**src/rtl/rpn_stack_sequencer_pkg.sv**
```systemverilog
// Shared opcodes, FSM state encoding and helpers for the RPN stack sequencer.
package rpn_pkg;

    localparam int DATA_W = 8;

    localparam logic [2:0] OP_PUSHI = 3'd0;
    localparam logic [2:0] OP_ADD   = 3'd1;
    localparam logic [2:0] OP_SUB   = 3'd2;
    localparam logic [2:0] OP_AND   = 3'd3;
    localparam logic [2:0] OP_OR    = 3'd4;
    localparam logic [2:0] OP_XOR   = 3'd5;
    localparam logic [2:0] OP_DUP   = 3'd6;
    localparam logic [2:0] OP_DROP  = 3'd7;

    typedef enum logic [2:0] {
        ST_IDLE,
        ST_CHECK,
        ST_POP_B,
        ST_POP_A,
        ST_EXEC,
        ST_PUSH_R,
        ST_PUSH_R2,
        ST_RESP
    } state_t;

    function automatic logic op_is_binary(input logic [2:0] op);
        return (op >= OP_ADD) && (op <= OP_XOR);
    endfunction

endpackage

```
**src/rtl/rpn_stack_sequencer_if.sv**
```systemverilog
// Command, response and stack-request signals of the RPN sequencer, bundled for port use.
interface rpn_stack_sequencer_if #(
    parameter int DEPTH = 16
) ();
    localparam int DW = $clog2(DEPTH + 1);

    // Handshakes: a command transfers on a cycle where cmd_valid & cmd_ready are both high.
    // stk_push / stk_pop are level requests held until a one-cycle stk_ack; a pop's data is
    // valid in the ack cycle. rsp_valid is a one-cycle strobe with no back-pressure.
    logic          cmd_valid;
    logic          cmd_ready;
    logic [2:0]    cmd_op;
    logic [7:0]    cmd_imm;
    logic          stk_push;
    logic          stk_pop;
    logic [7:0]    stk_wdata;
    logic [7:0]    stk_rdata;
    logic          stk_ack;
    logic          rsp_valid;
    logic [7:0]    rsp_data;
    logic          rsp_err;
    logic          flag_z;
    logic          flag_c;
    logic [DW-1:0] depth;

    modport master (
        input  cmd_valid, cmd_op, cmd_imm, stk_rdata, stk_ack,
        output cmd_ready, stk_push, stk_pop, stk_wdata,
               rsp_valid, rsp_data, rsp_err, flag_z, flag_c, depth
    );

    modport slave (
        output cmd_valid, cmd_op, cmd_imm, stk_rdata, stk_ack,
        input  cmd_ready, stk_push, stk_pop, stk_wdata,
               rsp_valid, rsp_data, rsp_err, flag_z, flag_c, depth
    );

endinterface

```
**src/rtl/rpn_stack_sequencer_alu.sv**
```systemverilog
// Combinational 8-bit ALU step; c is ADD carry-out or SUB borrow, 0 for logic ops.
module rpn_alu
    import rpn_pkg::*;
(
    input  logic [2:0] op,
    input  logic [7:0] a,
    input  logic [7:0] b,
    output logic [7:0] y,
    output logic       c
);
    logic [8:0] sum;
    logic [8:0] diff;

    always_comb begin
        sum  = {1'b0, a} + {1'b0, b};
        // bit 8 of the 9-bit difference is set exactly when a < b
        diff = {1'b0, a} - {1'b0, b};
        y    = '0;
        c    = 1'b0;
        case (op)
            OP_ADD: begin
                y = sum[7:0];
                c = sum[8];
            end
            OP_SUB: begin
                y = diff[7:0];
                c = diff[8];
            end
            OP_AND:  y = a & b;
            OP_OR:   y = a | b;
            OP_XOR:  y = a ^ b;
            default: y = '0;
        endcase
    end

endmodule

```
**src/rtl/rpn_stack_sequencer.sv**
```systemverilog
// RPN command front end: expands each opcode into stack pops/pushes around one ALU step
// and returns one response per command.
module rpn_stack_sequencer
    import rpn_pkg::*;
#(
    parameter int DEPTH   = 16,
    parameter int TIMEOUT = 64
) (
    input  logic                 clk,
    input  logic                 rst_n,
    rpn_stack_sequencer_if.master bus,
    output state_t               dbg_state
);
    localparam int DW = $clog2(DEPTH + 1);
    localparam int TW = $clog2(TIMEOUT + 1);
    localparam logic [DW-1:0] DEPTH_MAX = DW'(DEPTH);
    localparam logic [DW-1:0] DEPTH_TWO = DW'(2);
    localparam logic [TW-1:0] TMO_LAST  = TW'(TIMEOUT - 1);

    state_t        state_q;
    logic [2:0]    op_q;
    logic [7:0]    imm_q;
    logic [7:0]    a_q;
    logic [7:0]    b_q;
    logic [7:0]    res_q;
    logic          res_c_q;
    logic [DW-1:0] depth_q;
    logic [TW-1:0] tmo_q;

    logic          cmd_ready_q;
    logic          push_q;
    logic          pop_q;
    logic [7:0]    wdata_q;
    logic          rsp_valid_q;
    logic [7:0]    rsp_data_q;
    logic          rsp_err_q;
    logic          flag_z_q;
    logic          flag_c_q;

    logic [7:0]    alu_y;
    logic          alu_c;
    logic          check_ok;
    logic          tmo_hit;
    logic [7:0]    exec_res;

    rpn_alu u_alu (
        .op (op_q),
        .a  (a_q),
        .b  (b_q),
        .y  (alu_y),
        .c  (alu_c)
    );

    always_comb begin
        check_ok = 1'b0;
        if (op_is_binary(op_q)) begin
            check_ok = (depth_q >= DEPTH_TWO);
        end else begin
            case (op_q)
                OP_DUP:  check_ok = (depth_q != '0) && (depth_q < DEPTH_MAX);
                OP_DROP: check_ok = (depth_q != '0);
                default: check_ok = (depth_q < DEPTH_MAX);
            endcase
        end
    end

    // DUP and DROP both report the popped top, held in b_q.
    always_comb begin
        exec_res = b_q;
        if (op_is_binary(op_q)) begin
            exec_res = alu_y;
        end else if (op_q == OP_PUSHI) begin
            exec_res = imm_q;
        end
    end

    assign tmo_hit = (tmo_q == TMO_LAST);

    always_ff @(posedge clk or negedge rst_n) begin
        if (!rst_n) begin
            state_q     <= ST_IDLE;
            op_q        <= OP_PUSHI;
            imm_q       <= '0;
            a_q         <= '0;
            b_q         <= '0;
            res_q       <= '0;
            res_c_q     <= 1'b0;
            depth_q     <= '0;
            tmo_q       <= '0;
            cmd_ready_q <= 1'b1;
            push_q      <= 1'b0;
            pop_q       <= 1'b0;
            wdata_q     <= '0;
            rsp_valid_q <= 1'b0;
            rsp_data_q  <= '0;
            rsp_err_q   <= 1'b0;
            flag_z_q    <= 1'b0;
            flag_c_q    <= 1'b0;
        end else begin
            rsp_valid_q <= 1'b0;
            case (state_q)
                ST_IDLE: begin
                    if (bus.cmd_valid && cmd_ready_q) begin
                        op_q        <= bus.cmd_op;
                        imm_q       <= bus.cmd_imm;
                        cmd_ready_q <= 1'b0;
                        state_q     <= ST_CHECK;
                    end
                end
                ST_CHECK: begin
                    if (!check_ok) begin
                        state_q     <= ST_RESP;
                        rsp_valid_q <= 1'b1;
                        rsp_err_q   <= 1'b1;
                        rsp_data_q  <= '0;
                    end else if (op_q == OP_PUSHI) begin
                        state_q <= ST_EXEC;
                    end else begin
                        state_q <= ST_POP_B;
                        pop_q   <= 1'b1;
                        tmo_q   <= '0;
                    end
                end
                ST_POP_B: begin
                    if (bus.stk_ack) begin
                        b_q     <= bus.stk_rdata;
                        depth_q <= depth_q - DW'(1);
                        tmo_q   <= '0;
                        if (op_is_binary(op_q)) begin
                            state_q <= ST_POP_A;
                        end else begin
                            pop_q   <= 1'b0;
                            state_q <= ST_EXEC;
                        end
                    end else if (tmo_hit) begin
                        pop_q       <= 1'b0;
                        state_q     <= ST_RESP;
                        rsp_valid_q <= 1'b1;
                        rsp_err_q   <= 1'b1;
                        rsp_data_q  <= '0;
                    end else begin
                        tmo_q <= tmo_q + TW'(1);
                    end
                end
                ST_POP_A: begin
                    if (bus.stk_ack) begin
                        a_q     <= bus.stk_rdata;
                        depth_q <= depth_q - DW'(1);
                        pop_q   <= 1'b0;
                        state_q <= ST_EXEC;
                    end else if (tmo_hit) begin
                        pop_q       <= 1'b0;
                        state_q     <= ST_RESP;
                        rsp_valid_q <= 1'b1;
                        rsp_err_q   <= 1'b1;
                        rsp_data_q  <= '0;
                    end else begin
                        tmo_q <= tmo_q + TW'(1);
                    end
                end
                ST_EXEC: begin
                    res_q   <= exec_res;
                    res_c_q <= alu_c;
                    if (op_q == OP_DROP) begin
                        state_q     <= ST_RESP;
                        rsp_valid_q <= 1'b1;
                        rsp_err_q   <= 1'b0;
                        rsp_data_q  <= exec_res;
                    end else begin
                        push_q  <= 1'b1;
                        wdata_q <= exec_res;
                        tmo_q   <= '0;
                        state_q <= ST_PUSH_R;
                    end
                end
                ST_PUSH_R, ST_PUSH_R2: begin
                    if (bus.stk_ack) begin
                        depth_q <= depth_q + DW'(1);
                        tmo_q   <= '0;
                        if (state_q == ST_PUSH_R && op_q == OP_DUP) begin
                            state_q <= ST_PUSH_R2;
                        end else begin
                            push_q      <= 1'b0;
                            state_q     <= ST_RESP;
                            rsp_valid_q <= 1'b1;
                            rsp_err_q   <= 1'b0;
                            rsp_data_q  <= res_q;
                            // flags reflect only arithmetic/logic ops that fully completed
                            if (op_is_binary(op_q)) begin
                                flag_z_q <= (res_q == 8'd0);
                                flag_c_q <= res_c_q;
                            end
                        end
                    end else if (tmo_hit) begin
                        push_q      <= 1'b0;
                        state_q     <= ST_RESP;
                        rsp_valid_q <= 1'b1;
                        rsp_err_q   <= 1'b1;
                        rsp_data_q  <= '0;
                    end else begin
                        tmo_q <= tmo_q + TW'(1);
                    end
                end
                ST_RESP: begin
                    cmd_ready_q <= 1'b1;
                    state_q     <= ST_IDLE;
                end
                default: begin
                    state_q     <= ST_IDLE;
                    cmd_ready_q <= 1'b1;
                    push_q      <= 1'b0;
                    pop_q       <= 1'b0;
                end
            endcase
        end
    end

    assign bus.cmd_ready = cmd_ready_q;
    assign bus.stk_push  = push_q;
    assign bus.stk_pop   = pop_q;
    assign bus.stk_wdata = wdata_q;
    assign bus.rsp_valid = rsp_valid_q;
    assign bus.rsp_data  = rsp_data_q;
    assign bus.rsp_err   = rsp_err_q;
    assign bus.flag_z    = flag_z_q;
    assign bus.flag_c    = flag_c_q;
    assign bus.depth     = depth_q;
    assign dbg_state     = state_q;

endmodule

```
**src/flat_wrapper.sv**
```systemverilog
// flat-port wrapper written by rule: the top's interface ports become plain ports
module rpn_stack_sequencer_flat import rpn_pkg::*;
#(
    parameter int DEPTH   = 16,
    parameter int TIMEOUT = 64
)
  (clk, rst_n, dbg_state, bus_cmd_valid, bus_cmd_op, bus_cmd_imm, bus_stk_rdata, bus_stk_ack, bus_cmd_ready, bus_stk_push, bus_stk_pop, bus_stk_wdata, bus_rsp_valid, bus_rsp_data, bus_rsp_err, bus_flag_z, bus_flag_c, bus_depth);
  rpn_stack_sequencer_if #(.DEPTH(DEPTH)) bus_i ();
  input  logic clk;
  input  logic rst_n;
  output state_t dbg_state;
  input wire logic [$bits(bus_i.cmd_valid)-1:0] bus_cmd_valid;
  input wire logic [$bits(bus_i.cmd_op)-1:0] bus_cmd_op;
  input wire logic [$bits(bus_i.cmd_imm)-1:0] bus_cmd_imm;
  input wire logic [$bits(bus_i.stk_rdata)-1:0] bus_stk_rdata;
  input wire logic [$bits(bus_i.stk_ack)-1:0] bus_stk_ack;
  output wire logic [$bits(bus_i.cmd_ready)-1:0] bus_cmd_ready;
  output wire logic [$bits(bus_i.stk_push)-1:0] bus_stk_push;
  output wire logic [$bits(bus_i.stk_pop)-1:0] bus_stk_pop;
  output wire logic [$bits(bus_i.stk_wdata)-1:0] bus_stk_wdata;
  output wire logic [$bits(bus_i.rsp_valid)-1:0] bus_rsp_valid;
  output wire logic [$bits(bus_i.rsp_data)-1:0] bus_rsp_data;
  output wire logic [$bits(bus_i.rsp_err)-1:0] bus_rsp_err;
  output wire logic [$bits(bus_i.flag_z)-1:0] bus_flag_z;
  output wire logic [$bits(bus_i.flag_c)-1:0] bus_flag_c;
  output wire logic [$bits(bus_i.depth)-1:0] bus_depth;
  assign bus_i.cmd_valid = bus_cmd_valid;
  assign bus_i.cmd_op = bus_cmd_op;
  assign bus_i.cmd_imm = bus_cmd_imm;
  assign bus_i.stk_rdata = bus_stk_rdata;
  assign bus_i.stk_ack = bus_stk_ack;
  assign bus_cmd_ready = bus_i.cmd_ready;
  assign bus_stk_push = bus_i.stk_push;
  assign bus_stk_pop = bus_i.stk_pop;
  assign bus_stk_wdata = bus_i.stk_wdata;
  assign bus_rsp_valid = bus_i.rsp_valid;
  assign bus_rsp_data = bus_i.rsp_data;
  assign bus_rsp_err = bus_i.rsp_err;
  assign bus_flag_z = bus_i.flag_z;
  assign bus_flag_c = bus_i.flag_c;
  assign bus_depth = bus_i.depth;
  rpn_stack_sequencer #(.DEPTH(DEPTH), .TIMEOUT(TIMEOUT)) u_core (.clk(clk), .rst_n(rst_n), .bus(bus_i), .dbg_state(dbg_state));
endmodule
```
**config.mk**
```make
export PLATFORM = sky130hd
export DESIGN_NAME = rpn_stack_sequencer_flat
export DESIGN_NICKNAME = d
export VERILOG_FILES = /design/src/rtl/rpn_stack_sequencer_pkg.sv /design/src/rtl/rpn_stack_sequencer_if.sv /design/src/rtl/rpn_stack_sequencer_alu.sv /design/src/rtl/rpn_stack_sequencer.sv /design/src/flat_wrapper.sv
export SDC_FILE = /design/constraint.sdc
export NUM_CORES = 1
export LEC_CHECK = 0
export CORE_MARGIN = 3
export CORE_UTILIZATION = 59
export CTS_BUF_LIST = sky130_fd_sc_hd__clkbuf_8
export CTS_CLUSTER_DIAMETER = 80
export DETAILED_ROUTE_END_ITERATION = 8
export PLACE_DENSITY = 0.83
export REMOVE_ABC_BUFFERS = 1
export SLEW_MARGIN = 20
export SYNTH_ARGS = -nofsm -noshare
export SYNTH_HDL_FRONTEND = slang
export SYNTH_SLANG_ARGS = --single-unit
```
**constraint.sdc**
```tcl
create_clock -name clk -period 3.5 [get_ports clk]
set_input_delay 1.05 -clock clk [delete_from_list [all_inputs] [get_ports clk]]
set_output_delay 1.05 -clock clk [all_outputs]
set_load 0.01 [all_outputs]
```
== Word level (Yosys, flattened, before mapping) ==
Index checks and enable logic that the tools add are counted.
W data, S select, Z words.

* Bits of input ports: 23
* Flip-flop bits (word level): 74
* Word-level logic and storage cells: 149
* Output and inout bits: 31

* Order comparisons: 4
* $add $sub $neg: 5
* Bitwise gates (word level): 5
* Reductions and logical operators: 28
* Equality and inequality tests: 28
* Mux-type cells: 61

{| class="wikitable"
|+ Operators by type and width
! operator !! number
|-
| $mux W8 || 8
|-
| $mux W7 || 6
|-
| $pmux W8 S5 || 1
|-
| $pmux W8 S4 || 1
|-
| $pmux W7 S4 || 1
|-
| $eq A3 B3 Y1 const B || 8
|-
| $mux W1 || 24
|-
| $mux W3 || 8
|-
| $pmux W3 S7 || 1
|-
| $eq A3 B2 Y1 const B || 4
|-
| $ne A2 B2 Y1 const B || 6
|-
| $reduce_and A4 Y1 || 3
|-
| $mux W5 || 2
|-
| $pmux W5 S2 || 1
|-
| $reduce_and A2 Y1 || 5
|-
| $reduce_and A5 Y1 || 2
|-
| $add A8 B8 Y9 || 1
|-
| $sub A8 B8 Y9 || 1
|-
| $and A8 B8 Y8 || 1
|-
| $logic_not A8 Y1 || 1
|-
| $ne A2 B1 Y1 const B || 4
|-
| $or A8 B8 Y8 || 1
|-
| $pmux W1 S2 || 4
|-
| $pmux W1 S4 || 2
|-
| other kinds (24) || 35
|}

== Depth between registers and ports, before layout ==
* Depth in word-level cells: 6
* Gate-level depth with buffers: 11
* Gate-level depth less buffers: 10

== Hierarchy ==
A second synthesis with hierarchy kept.

* Cell total of the unflattened synthesis: 526
* Area, all modules: 5132.4 µm²

{| class="wikitable"
|+ By module, submodules not included
! module !! cells an instance !! instances !! area an instance (µm²) !! sequential area each (µm²)
|-
| rpn_stack_sequencer || 363 || 1 || 3966.3 || 1853.0
|-
| rpn_alu || 163 || 1 || 1166.1 || 0.0
|}

== Worst setup path after synthesis ==
No wires, ideal clock.

* Path kind: in2reg
* Start point: in bus_stk_ack
* End point: reg u_core.rsp_data_q[5] (netlist: u_core.bus.rsp_data[5])
* Data required time: 3.410 ns
* Setup time: 0.090 ns
* Data arrival time: 2.419 ns
* Setup slack: 0.990 ns
* Path buffers: 2
* Cell stages on the path: 7
* Cells stage by stage: buf_2 -> and4b_1 -> a21o_1 -> a221o_1 -> clkbuf_1 -> or2_1 -> o221ai_1

* Longest elaborated chain between the ends: 2
* Elaborated cells between the ends (all ways): 5
* Those cells by class: eq/ne: 2; mux: 2; reduce/logical: 1

{| class="wikitable"
|+ Ends and longest elaborated chain
! element !! line !! source
|-
| start: declaration || flat_wrapper.sv:16 || <nowiki>input wire logic [$bits(bus_i.stk_ack)-1:0] bus_stk_ack;</nowiki>
|-
| $ne A3 B3 Y1 (no source line) (tied with other cells) || n/a ||
|-
| $reduce_and A5 Y1 (no source line) / $pmux W8 S4 (equally long branches) || n/a ||
|-
| end signal: assignment || rpn_stack_sequencer.sv:168 || <nowiki>rsp_data_q <= exec_res;</nowiki>
|-
| end signal: assignment || rpn_stack_sequencer.sv:187 || <nowiki>rsp_data_q <= res_q;</nowiki>
|-
| end: declaration || rpn_stack_sequencer.sv:35 || <nowiki>logic [7:0] rsp_data_q;</nowiki>
|}

Parallel ways exist; a longest one is shown, timed or not.
A chain may end at the register's enable or synchronous reset.

== Worst setup path in the final report ==
* Start point: reg u_core.state_q[1] (netlist: u_core.dbg_state[1])
* End point: out dbg_state[1]

{| class="wikitable"
|+ RTL lines
! element !! line !! source
|-
| start: declaration || rpn_stack_sequencer.sv:20 || <nowiki>state_t state_q;</nowiki>
|-
| start signal: assignment || rpn_stack_sequencer.sv:81 || <nowiki>state_q <= ST_IDLE;</nowiki>
|-
| start signal: assignment || rpn_stack_sequencer.sv:107 || <nowiki>state_q <= ST_CHECK;</nowiki>
|-
| start signal: assignment || rpn_stack_sequencer.sv:112 || <nowiki>state_q <= ST_RESP;</nowiki>
|-
| end: declaration || flat_wrapper.sv:11 || <nowiki>output state_t dbg_state;</nowiki>
|}

No word-level cell between the ends.

==> parameters.txt <==
Parameter                              Value

Outcome
  Run status    finished, final reports clean

Timing
  Sum of negative setup slack    0 ns
  Clk_skew    0.01413 ns
  Final cycle utilization of the critical path    82.88%
  Top achievable clock speed    344.7 MHz
  Unrepaired setup endpoints after global routing    false
  Final worst path period need    2.901 ns
  Least setup slack across all paths after layout    0.5991 ns
  Slew at the pin closest to its max-slew limit    0.9586 ns
  Worst slew slack as a fraction of its limit    36.09%
  Final setup fails    0
  Number of slew-limit violations in the final report    0
  Count of endpoints failing hold in the final timing report    0

Setup path
  Worst-path cell chain    clkdlybuf4s50_1
  Critical Path Source Type    register
  Longest individual stage delay on the worst path    0.81 ns
  Critical path capture point    dbg_state[1]
  Endpoint kind of the worst setup timing path    output pin
  Arrival time worst endpoint    1.85 ns
  Capturing point of the worst reg2reg path    u_core.bus.rsp_data[6]
  Max Fanout on Critical Path    24
  Worst reg2reg path depth    9
  FF-to-FF setup slack    0.68 ns
  Levels on crit path    1
  Required time reported for the critical path endpoint    2.45 ns
  Setup crit start    u_core.dbg_state[1]
  Kind of cell adding the most delay to the critical path    flip-flops
  Critical path type    register to output pin
  R2R Path Start    u_core.a_q[0]
  Slowest cell on the critical path    sky130_fd_sc_hd__dfrtp_1
  Buffers and inverters on the worst path    1

CTS
  Cts repair resizes    0
  Clock latency at the later pin of the worst-skew pair    0.37 ns
  Clk sinks    74
  Buffer count from post-CTS setup fixing    0
  Longest Clk Path Bufs    2
  CTS tree    done
  Clock slew at the register clock pins of the worst setup and hold paths    0.09 ns
  Post-CTS Hold Buffers    0
  Max H-tree Level    3
  CTS root buf    sky130_fd_sc_hd__clkbuf_8
  Number of buffers added by the clock tree synthesis step    9

Global route
  Number of global-route vias before repair    4,091
  Wire length of the first global-routing pass    20,370 µm
  Maximum number of pins on one net before global-route repair    75
  Overall track demand over capacity in global routing    26.36%
  Total congestion overflow    0
  Initial antenna violation count    0

Placement
  Final weighted congestion of routability-driven global placement    0.9266
  Placement-stage worst setup slack    0.4893 ns
  Buffers on Ports    53
  Placed wire-length estimate    9030 µm

Synthesis
  Syn_area_per_cell    9.340 µm²
  Flip-flop and latch count after synthesis    74
  Most instantiated flip-flop cell in the synthesis netlist    sky130_fd_sc_hd__dfrtp_1
  Total of warnings raised by yosys    0
  Distinct cell type count of the synthesized netlist    72
  Fraction of synthesis flops using an asynchronous set or reset pin    100.0%
  Post-synth EDFFs    0
  Sequential share of the synthesized area    37.79%
  Post-Syn Area    4903 µm²
  Cells after synthesis    525

Detailed routing
  Number of DRC violations after detailed-routing iteration 0    304
  DR WL/cell    18.37 µm
  DR vias/cell    6.271
  Antenna violation net count after detailed routing    0
  Detailed-route via count    4,252
  Number of iterations in the first detailed-routing pass    5
  Post-detailed-route DRC marker count    0
  Sum of routed wire length over all layers    12,460 µm

Power and ir drop
  Leak pwr    2.499 nW
  IR drop worst, VDD    0.0005940 V
  P per Cell Area    1068 nW/µm²

Die
  I/O pins    54
  Initial core utilization    62.17%
  Vertical die dimension    97.17 µm
  Die outline area    9441 µm²
  Site row count    32
  Area inside the core boundary    7888 µm²
  Die X    97.17 µm

Hold path
  Worst hold path type    register to register

Layout
  Number of inserted diodes    0
  Post-layout util    72.00%
  Number of nets at the end of the flow    625
  Share of final-layout standard cells stronger than drive strength 1    13.19%
  Area grow syn2layout    15.82%

Flow run
  Max Cap Viol    0
[per-layer routing]
layer / part of all wire, % / track usage [%]
met2: 50 / 44.85
met1: 42 / 34.64
met3: 6.4 / 4.092
met4: 1.6 / 8.207
met5: 0 / 0
[placed cells by master (no fill, tap or decap), drive strengths merged, types with 7 or more instances in the layout]
| master | netlist | final |
|---|---|---|
| a21o | 10 | 10 |
| a21oi | 20 | 20 |
| a221o | 7 | 7 |
| a221oi | 8 | 8 |
| a22oi | 7 | 7 |
| a31oi | 7 | 7 |
| buf | 14 | 14 |
| clkbuf | 17 | 9 |
| clkdlybuf4s50 | 0 | 52 |
| dfrtp | 73 | 73 |
| ha | 28 | 28 |
| inv | 32 | 36 |
| mux2 | 30 | 30 |
| nand2 | 55 | 55 |
| nand3 | 11 | 11 |
| nor2 | 35 | 35 |
| nor2b | 10 | 10 |
| nor3 | 7 | 7 |
| o21ai | 48 | 48 |
[power breakdown]
group	switching (mW)	internal, mW
logic	2.07	1.69
registers	0.427	1.23
clock network	0.376	0.269
total	2.88	3.19
[worst min-delay path by stage]
stage | from | to | slack (ns) | cells after the start
final | u_core.bus.stk_wdata[1] | u_core.bus.stk_wdata[1] | 0.50 | 2
after floorplan | u_core.res_q[3] | u_core.res_q[3] | 0.47 | 2
after global placement | u_core.bus.stk_wdata[1] | u_core.bus.stk_wdata[1] | 0.47 | 2
after detailed placement | u_core.bus.stk_wdata[1] | u_core.bus.stk_wdata[1] | 0.48 | 2
after CTS | u_core.bus.stk_wdata[1] | u_core.bus.stk_wdata[1] | 0.50 | 2
after global routing | u_core.res_q[3] | u_core.res_q[3] | 0.53 | 2
[worst min-delay path: stages (launching register included)]
cell	delay [ns]
sky130_fd_sc_hd__dfrtp_1	0.36
sky130_fd_sc_hd__nand2_1	0.05
sky130_fd_sc_hd__o21ai_0	0.06
[Yosys cell counts (8+ instances only)]
cell                        n  share of area [%]
sky130_fd_sc_hd__dfrtp_1   73                 37
sky130_fd_sc_hd__nand3_1   11                1.1
sky130_fd_sc_hd__a21o_1    10                1.5
sky130_fd_sc_hd__clkbuf_1  14                1.1
sky130_fd_sc_hd__a21oi_1   20                2.0
sky130_fd_sc_hd__inv_1     32                2.4
sky130_fd_sc_hd__nor2b_1   10                1.3
sky130_fd_sc_hd__nand2_1   55                4.2
sky130_fd_sc_hd__ha_1      28                7.1
sky130_fd_sc_hd__nor2_1    35                2.7
sky130_fd_sc_hd__mux2_2    30                6.9
sky130_fd_sc_hd__o21ai_0   48                4.9
sky130_fd_sc_hd__a221oi_1   8                1.4
[stage by stage]
step           std cells  hold slack [ns]  instance area [µm²]  power (mW)
5_1_grt              678           0.5298                 5679       6.513
3_5_place_dp         662           0.4793                 5495       5.349
6_report             678           0.4997                 5679       6.065
3_3_place_gp         662           0.4653                 5495       5.187
4_1_cts              678           0.5009                 5679       6.006
2_1_floorplan        494           0.4680                 4736       4.093
[layout make-up]
| cell class | instances | area, µm² |
|---|---|---|
| multi-input cells | 387 | 2765 |
| fillers | 612 | 2208 |
| flip-flops and latches | 74 | 1853 |
| repair buffers | 66 | 625.6 |
| well taps | 102 | 127.6 |
| clock buffers | 9 | 123.9 |
| inverters | 33 | 123.9 |
| clock inverters | 7 | 60.06 |
[flip-flops by register name, indices dropped and copies added (netlist names)]
| name | flops |
|---|---|
| u_core.a_q | 8 |
| u_core.bus.stk_wdata | 8 |
| u_core.tmo_q | 7 |
| u_core.bus.stk_push | 1 |
| u_core.res_c_q | 1 |
| u_core.b_q | 8 |
| u_core.bus.rsp_valid | 1 |
| u_core.imm_q | 8 |
| u_core.dbg_state | 3 |
| u_core.bus.rsp_data | 8 |
| u_core.bus.flag_z | 1 |
| u_core.bus.depth | 5 |
| u_core.res_q | 8 |
| u_core.bus.rsp_err | 1 |
| u_core.bus.stk_pop | 1 |
| u_core.op_q | 3 |
| u_core.bus.cmd_ready | 1 |
| u_core.bus.flag_c | 1 |
[cells by family (layout without fill, tap and decap cells)]
kind of cell,count (synthesis),count (layout),synth area share [%]
buf+inv,64,115,5.945
simple gates,152,152,15.00
xor+xnor,9,9,1.607
compound gates,159,159,22.66
flops,74,74,37.79
mux,36,36,8.625
fa+ha+maj,31,31,8.370
Note: power is estimated with default switching activity, not from simulation.
